[config.mk]
export PLATFORM = sky130hd
export DESIGN_NAME = div_int_arbiter
export DESIGN_NICKNAME = d
export VERILOG_FILES = /design/src/rtl/div_int_arbiter.sv
export SDC_FILE = /design/constraint.sdc
export NUM_CORES = 1
export LEC_CHECK = 0
export CAP_MARGIN = 20
export CORE_ASPECT_RATIO = 1.5
export CORE_MARGIN = 8
export CORE_UTILIZATION = 43
export CTS_CLUSTER_SIZE = 16
export DETAILED_ROUTE_END_ITERATION = 7
export PLACE_DENSITY = 0.86
export SLEW_MARGIN = 20
export SYNTH_ARGS = -nofsm -noshare
export SYNTH_HDL_FRONTEND = slang
export SYNTH_SLANG_ARGS = --single-unit
[constraint.sdc]
create_clock -name clk -period 2.5 [get_ports clk]
set_input_delay 0.375 -clock clk [delete_from_list [all_inputs] [get_ports clk]]
set_output_delay 0.375 -clock clk [all_outputs]
set_load 0.05 [all_outputs]
[src/rtl/div_int_arbiter.sv]
// Round-robin front end that shares one div_int divider between NUM_REQ requesters.
// Operands are latched on grant; results come back on a shared bus tagged by rsp_id.
module div_int_arbiter #(
  parameter int WIDTH   = 4,
  parameter int NUM_REQ = 2,
  localparam int IDXW   = $clog2(NUM_REQ)
) (
  input  logic                     clk,
  input  logic                     rst,
  input  logic [NUM_REQ-1:0]       req_valid,
  output logic [NUM_REQ-1:0]       req_ready,
  input  logic [NUM_REQ*WIDTH-1:0] req_x,
  input  logic [NUM_REQ*WIDTH-1:0] req_y,
  output logic [NUM_REQ-1:0]       rsp_valid,
  output logic [WIDTH-1:0]         rsp_q,
  output logic [WIDTH-1:0]         rsp_r,
  output logic                     rsp_dbz,
  output logic [IDXW-1:0]          rsp_id,
  output logic                     div_start,
  output logic [WIDTH-1:0]         div_x,
  output logic [WIDTH-1:0]         div_y,
  input  logic                     div_busy,
  input  logic                     div_valid,
  input  logic                     div_dbz,
  input  logic [WIDTH-1:0]         div_q,
  input  logic [WIDTH-1:0]         div_r
);

  // IDLE: grant | ISSUE: start pulse | WAIT: divider running | RESP: result strobe
  typedef enum logic [1:0] {IDLE, ISSUE, WAIT, RESP} state_t;

  state_t           state;
  logic [IDXW-1:0]  ptr;
  logic [IDXW-1:0]  owner;
  logic [IDXW-1:0]  sel;
  logic             sel_hit;
  logic [WIDTH-1:0] sel_x;
  logic [WIDTH-1:0] sel_y;

  function automatic logic [IDXW-1:0] wrap_add(input logic [IDXW-1:0] base, input int off);
    int sum;
    sum = int'(base) + off;
    if (sum >= NUM_REQ) sum = sum - NUM_REQ;
    return sum[IDXW-1:0];
  endfunction

  // Scan downward so the candidate closest to ptr is the one left in sel.
  always_comb begin
    sel     = ptr;
    sel_hit = 1'b0;
    for (int k = NUM_REQ - 1; k >= 0; k--) begin
      if (req_valid[wrap_add(ptr, k)]) begin
        sel     = wrap_add(ptr, k);
        sel_hit = 1'b1;
      end
    end
  end

  always_comb begin
    req_ready = '0;
    if (state == IDLE && !rst && sel_hit) req_ready[sel] = 1'b1;
  end

  assign sel_x = req_x[int'(sel) * WIDTH +: WIDTH];
  assign sel_y = req_y[int'(sel) * WIDTH +: WIDTH];

  always_ff @(posedge clk) begin
    if (rst) begin
      state     <= IDLE;
      ptr       <= '0;
      owner     <= '0;
      rsp_valid <= '0;
      rsp_q     <= '0;
      rsp_r     <= '0;
      rsp_dbz   <= 1'b0;
      rsp_id    <= '0;
      div_start <= 1'b0;
      div_x     <= '0;
      div_y     <= '0;
    end else begin
      div_start <= 1'b0;
      rsp_valid <= '0;
      case (state)
        IDLE: begin
          if (sel_hit) begin
            div_x     <= sel_x;
            div_y     <= sel_y;
            owner     <= sel;
            ptr       <= wrap_add(sel, 1);
            div_start <= 1'b1;
            state     <= ISSUE;
          end
        end
        ISSUE: state <= WAIT;
        WAIT: begin
          if (!div_busy) begin
            rsp_q            <= div_q;
            rsp_r            <= div_r;
            rsp_dbz          <= div_dbz;
            rsp_id           <= owner;
            rsp_valid[owner] <= 1'b1;
            state            <= RESP;
          end
        end
        RESP:    state <= IDLE;
        default: state <= IDLE;
      endcase
    end
  end

`ifndef SYNTHESIS
  always_ff @(posedge clk) begin
    if (!rst && state == WAIT && !div_busy && !div_valid && !div_dbz)
      $error("div_int_arbiter: divider dropped busy without valid or dbz");
  end
`endif

endmodule

==> impl_metrics.json, run 1 <==
{
  "grt_pass1_vias": 1238,
  "cp-end-kind": "primary output",
  "synthAdderAreaFrac_pct": 2.20,
  "required_ps": 2120,
  "clock_latency_ps": 270,
  "worst_pin_slew_ps": 634,
  "grt_max_degree": 23,
  "gr-total-overflow": 0,
  "portBuffers": 52,
  "final-hold-violation-count": 0,
  "clk_path_buf_depth": 2,
  "initial_core_util_pct": 43.9,
  "status": "complete, no violations",
  "rows": 23,
  "finalSetupViolCount": 0,
  "synth-seq-cells": 25,
  "p_leak_nw": 0.659,
  "power_density_nw_per_um2": 978,
  "ctsResizeCount": 0,
  "syn_area_um2": 1140,
  "critPathKind": "primary input to primary output",
  "ys_seq_area_share_pct": 44.0,
  "hold_class": "flop to flop",
  "via_count": 1142,
  "cp_slowest_stage_delay_ps": 560,
  "crit_slowest_cell": "clkdlybuf4s50_1",
  "multi_input_area_um2": 534,
  "wl_per_cell_um": 15.0,
  "peakVddDrop_mv": 0.565,
  "maxCapViolCount": 0,
  "path_cells": "clkdlybuf4s50_1 -> and2b_1 -> a21o_1 -> nor3_1 -> buf_12",
  "numCtsBuffers": 3,
  "pin_count": 54,
  "cts.sinks": 25,
  "drive_gt1_share_pct": 5.41,
  "vias_per_cell": 5.44,
  "dieHeight_um": 79.0,
  "clk_pin_slew_ps": 90,
  "first_pass_iters": 4,
  "antenna_cells": 0,
  "synth_compound_area_share_pct": 23.5,
  "grt_usage_pct": 14.7,
  "finalClockSkew_ps": 4.00,
  "htreeDepth": 1,
  "nFillCells": 224,
  "post_cts_buffers": 0,
  "crit_fanout": 6,
  "synth_top_family_by_area": "compound AO/OA/AOI/OAI gates",
  "route.detailed.drc": 0,
  "synth_cell_type_count": 25,
  "globalplace.congestion": 0.722,
  "finalWorstPathRequiredPeriod_ps": 2240,
  "synthSimpleGateAreaFrac_pct": 21.2,
  "core-area_um2": 2590,
  "post-route-period-util_pct": 89.5,
  "fmax_ghz": 0.447,
  "synth_cells": 138,
  "start_kind": "primary input",
  "syn_avg_cell_area_um2": 8.24,
  "wirelength_um": 3150,
  "grt_pass1_wl_um": 5460,
  "syn_to_final_growth_pct": 51.3,
  "cp.arrival_ps": 1860,
  "seqCellArea_um2": 500,
  "fin_nets": 219,
  "hold_buffers": 0,
  "synth_xor_area_share_pct": 0,
  "p_total_mw": 1.68,
  "cts_tree": "done",
  "drv_slew": 0,
  "antenna_found_initial": 0,
  "fp.dieW_um": 58.0,
  "ctsRootBufferMaster": "clkbuf_8",
  "max_slew_margin_pct": 57.7,
  "place_hpwl_um": 2490,
  "tns_ps": 0,
  "rsz0062_at_grt": "no",
  "syn-num-nets": 171,
  "first_iter_violations": 9,
  "synthMuxAreaShare_pct": 0,
  "dieArea_um2": 4580,
  "ys_warn_count": 0,
  "ant_nets": 0
}
## cells in the final DEF (no fill, tap or decap)
cell type,instances
nand2_1,21
a21oi_1,13
nor3b_1,1
nand3_1,1
nor2_1,12
o21a_1,1
clkbuf_8,3
a211oi_1,2
buf_4,3
dfxtp_1,25
and2b_1,1
nor4_1,8
nor3_1,4
buf_12,2
a21o_1,2
o2111a_1,8
ha_1,2
a2111oi_0,8
nor2b_1,1
clkinv_2,1
inv_2,1
nand2b_1,2
o21ai_0,1
inv_1,11
or3b_1,1
clkdlybuf4s50_1,50
## cell usage after synthesis
library cell  instances  area [um^2]
a2111oi_0             8         70.1
nand2_1              21         78.8
a21oi_1              13         65.1
dfxtp_1              25          500
a21o_1                2         15.0
o2111a_1              8         90.1
buf_2                 4         20.0
nand3_1               1         5.00
nor4_1                8         50.1
inv_1                11         41.3
a211oi_1              2         15.0
nor2b_1               1         6.26
or3b_1                1         8.76
ha_1                  2         25.0
o21ai_0               1         5.00
nor2_1               12         45.0
inv_2                 1         3.75
buf_1                 1         3.75
buf_6                 1         11.3
nand2b_1              2         12.5
nor3b_1               1         7.51
o21a_1                1         7.51
clkbuf_1              6         22.5
nor3_1                4         20.0
and2b_1               1         7.51
## cell type report
class / instances / share of cell area, %
Clock buffer: 3 / 2.40
Clock inverter: 1 / 0.291
Inverter: 12 / 2.62
Multi-Input combinational cell: 89 / 31.1
Sequential cell: 25 / 29.1
Tap cell: 25 / 1.82
Timing Repair Buffer: 55 / 32.7
## layer usage
metal	vias up	GRT usage (%)	part of all wire, %
li1	579	-	-
met1	505	13.7	37
met2	51	26.2	49
met3	7	6.79	11
met4	0	7.14	2.4
met5	-	0	0
## worst paths after layout
| check | from | end | slack [ps] | depth (start not counted) |
|---|---|---|---|---|
| min reg2reg | rsp_r[2] | rsp_r[2] | 460 | 2 |
| max reg2reg | state[1] | ptr | 960 | 6 |
| min | rsp_r[2] | rsp_r[2] | 460 | 2 |
| max | req_valid[0] | req_ready[0] | 260 | 5 |
## where the power goes
group	switching, mW	internal, mW
clock network	0.128	0.112
registers	0.0720	0.495
logic	0.557	0.319
## kinds of logic (layout without fill, tap and decap cells)
group / Yosys count / after routing
AND/OR/NAND/NOR: 52 / 52
AO/OA/AOI/OAI: 35 / 35
flip-flops: 25 / 25
buffers and inverters: 24 / 71
adder cells (fa/ha/maj): 2 / 2
## per-stage QoR
stage                     hold WS (ps)  utilization, %  cells  setup WS [ps]  cell area, um^2
after floorplan                    441               -    138           62.7             1140
after global placement             442            64.6    206            268             1670
after detailed placement           447            64.6    206            267             1670
after CTS                          460            66.4    210            253             1720
after global routing               477            66.4    210            177             1720
final                              456            66.4    210            262             1720
## state kept, by name, indices dropped and copies added (netlist names)
signal / count
ptr: 1
owner: 1
rsp_dbz: 1
rsp_r: 4
div_start: 1
div_x: 4
div_y: 4
rsp_q: 4
rsp_id: 1
state: 2
rsp_valid: 2
## worst max-delay path: cells and delay by family
kind | cells | cell delay (ps)
simple gates | 2 | 570
compound gates | 1 | 170
buf+inv | 2 | 750
Note: power is estimated with default switching activity, not from simulation.
==> run 2, diff against run 1 <==
CORE_MARGIN = 3   (was 8)
==> run 2 against run 1 <==
Sequential cell count did not move. Clock-buffer cell count rose by 1. Clock skew fell by 3.0 ps. Worst setup slack got worse by 6.3 ps. Via count rose by 1.5%. Hold slack improved by 8.2 ps. Sequential power rose by 0.9%. Global-route usage rose by 4.5 points. First-iteration DRC count rose by 78%. Total power fell by 4.2%. Routed wire length fell by 8.5%. Cell count fell by 0.48%.
==> impl_metrics.json, run 2 (synthesis results as in run 1) <==
{
  "dieArea_um2": 3310,
  "clock_latency_ps": 300,
  "first_pass_iters": 4,
  "portBuffers": 52,
  "p_comb_share_pct": 53.7,
  "p_int_mw": 0.874,
  "r2r-start": "state[0]",
  "grt_pass1_wl_um": 4700,
  "post_cts_buffers": 0,
  "switchingPower_mw": 0.738,
  "worst_pin_slew_ps": 640,
  "dieHeight_um": 69.0,
  "wirelength_um": 2880,
  "seqCellArea_um2": 500,
  "core-area_um2": 2480,
  "vias_per_cell": 5.55,
  "whs_path_depth": 2,
  "ctsRootBufferMaster": "clkbuf_4",
  "hold-path-endpoint": "rsp_q[0]",
  "clockPowerShare_pct": 10.8,
  "final-hold-violation-count": 0,
  "drv_slew": 0,
  "grt_max_degree": 20,
  "stdcell_area_um2": 1700,
  "status": "complete, no violations",
  "peakVddDrop_mv": 0.598,
  "layout_commonest_cell": "clkdlybuf4s50_1",
  "grt_usage_pct": 19.2,
  "maxCapViolCount": 0,
  "htreeDepth": 1,
  "hold_start": "rsp_q[0]",
  "p_leak_nw": 0.649,
  "hold_class": "flop to flop",
  "fin_nets": 219,
  "switching_share_pct": 45.8,
  "power_density_nw_per_um2": 949,
  "globalplace.congestion": 0.870,
  "final_cell_mix": "clkdlybuf4s50_1 (50), dfxtp_1 (25), nand2_1 (21)",
  "grt_pass1_vias": 1165,
  "gr-total-overflow": 0,
  "clk_path_buf_depth": 2,
  "post_dp_cell_area_um2": 1670,
  "rsz0062_at_grt": "no",
  "cp.arrival_ps": 1870,
  "critPathKind": "primary input to primary output",
  "r2r_setup_slack_ps": 940,
  "finalClockSkew_ps": 0.983,
  "tns_ps": 0,
  "place_hpwl_um": 2270,
  "rr_worst_depth": 6,
  "cp-end-kind": "primary output",
  "cts.sinks": 25,
  "multi_input_area_um2": 534,
  "finalWorstPathRequiredPeriod_ps": 2240,
  "first_iter_violations": 16,
  "crit_fanout": 6,
  "fp.dieW_um": 48.0,
  "numCtsBuffers": 3,
  "worst_r2r_endpoint": "div_y[0]",
  "seqPwrFrac_pct": 35.5,
  "max_slew_margin_pct": 57.2,
  "layout_setup_ws_ps": 256,
  "via_count": 1159,
  "rows": 22,
  "syn_to_final_growth_pct": 49.4,
  "post-route-period-util_pct": 89.8,
  "ctsResizeCount": 0,
  "place_ws_ps": 267,
  "antenna_cells": 0,
  "pin_count": 54,
  "hold_buffers": 0,
  "clk_pin_slew_ps": 130,
  "route.detailed.drc": 0,
  "ant_nets": 0,
  "initial_core_util_pct": 45.9,
  "wl_per_cell_um": 13.8,
  "start_kind": "primary input",
  "required_ps": 2120,
  "finalSetupViolCount": 0,
  "nFillCells": 205,
  "antenna_found_initial": 0,
  "fmax_ghz": 0.446,
  "drive_gt1_share_pct": 4.86,
  "cts_tree": "done"
}
## run 2: cell count changes in the layout (fill, tap and decap cells not counted), sizes merged
cell	previous run	this run
clkbuf	3	4
clkinv	1	0
## run 2: stage by stage
step	util (%)	power [mW]	hold slack (ps)	std cells
floorplan	-	1.15	441	138
global placement	67.5	1.42	441	205
detailed placement	67.5	1.44	446	205
CTS	68.6	1.62	464	209
global route	68.6	1.72	486	209
finish	68.6	1.61	464	209
## run 2: worst max-delay path by stage
stage,start,endpoint,slack (ps),depth (start not counted)
after floorplan,state[0],req_ready[0],60,5
after global placement,req_valid[0],req_ready[0],290,5
after detailed placement,req_valid[0],req_ready[0],270,5
after CTS,req_valid[0],req_ready[0],250,5
after global routing,req_valid[0],req_ready[0],190,5
final,req_valid[0],req_ready[0],260,5
## run 2: critical path: stages
cell and delay, ps:
clkdlybuf4s50_1 560, and2b_1 220, a21o_1 160, nor3_1 360
buf_12 190
## run 2: area by class of cell
cell class              instances  share of cell area [%]
well taps                      24                    1.77
clock buffers                   4                    1.55
inverters                      12                    2.65
flip-flops and latches         25                    29.5
repair buffers                 55                    33.1
multi-input cells              89                    31.4
## run 2: per-layer routing
layer / up-vias / part of all wire, % / routed length [um] / track usage (%)
met1: 515 / 38 / 1110 / 19.0
met5: - / 0 / 0 / 0
met4: 0 / 0 / 0 / 4.38
met2: 62 / 54 / 1550 / 38.4
met3: 0 / 7.7 / 222 / 3.38
li1: 582 / - / - / -
## run 2: power by group through the flow
stage / Combinational (mW) / Clock (mW) / Sequential (mW)
2_1_floorplan: 0.373 / 0 / 0.781
3_3_place_gp: 0.848 / 0 / 0.571
3_5_place_dp: 0.865 / 0 / 0.579
4_1_cts: 0.869 / 0.183 / 0.572
5_1_grt: 0.934 / 0.193 / 0.588
6_report: 0.865 / 0.174 / 0.572
==> run 3, diff against run 2 <==
CTS_CLUSTER_SIZE = 10   (was 16)
==> results of run 3 <==
Same layout as run 2: the final DEF is identical, and so are final timing and power.
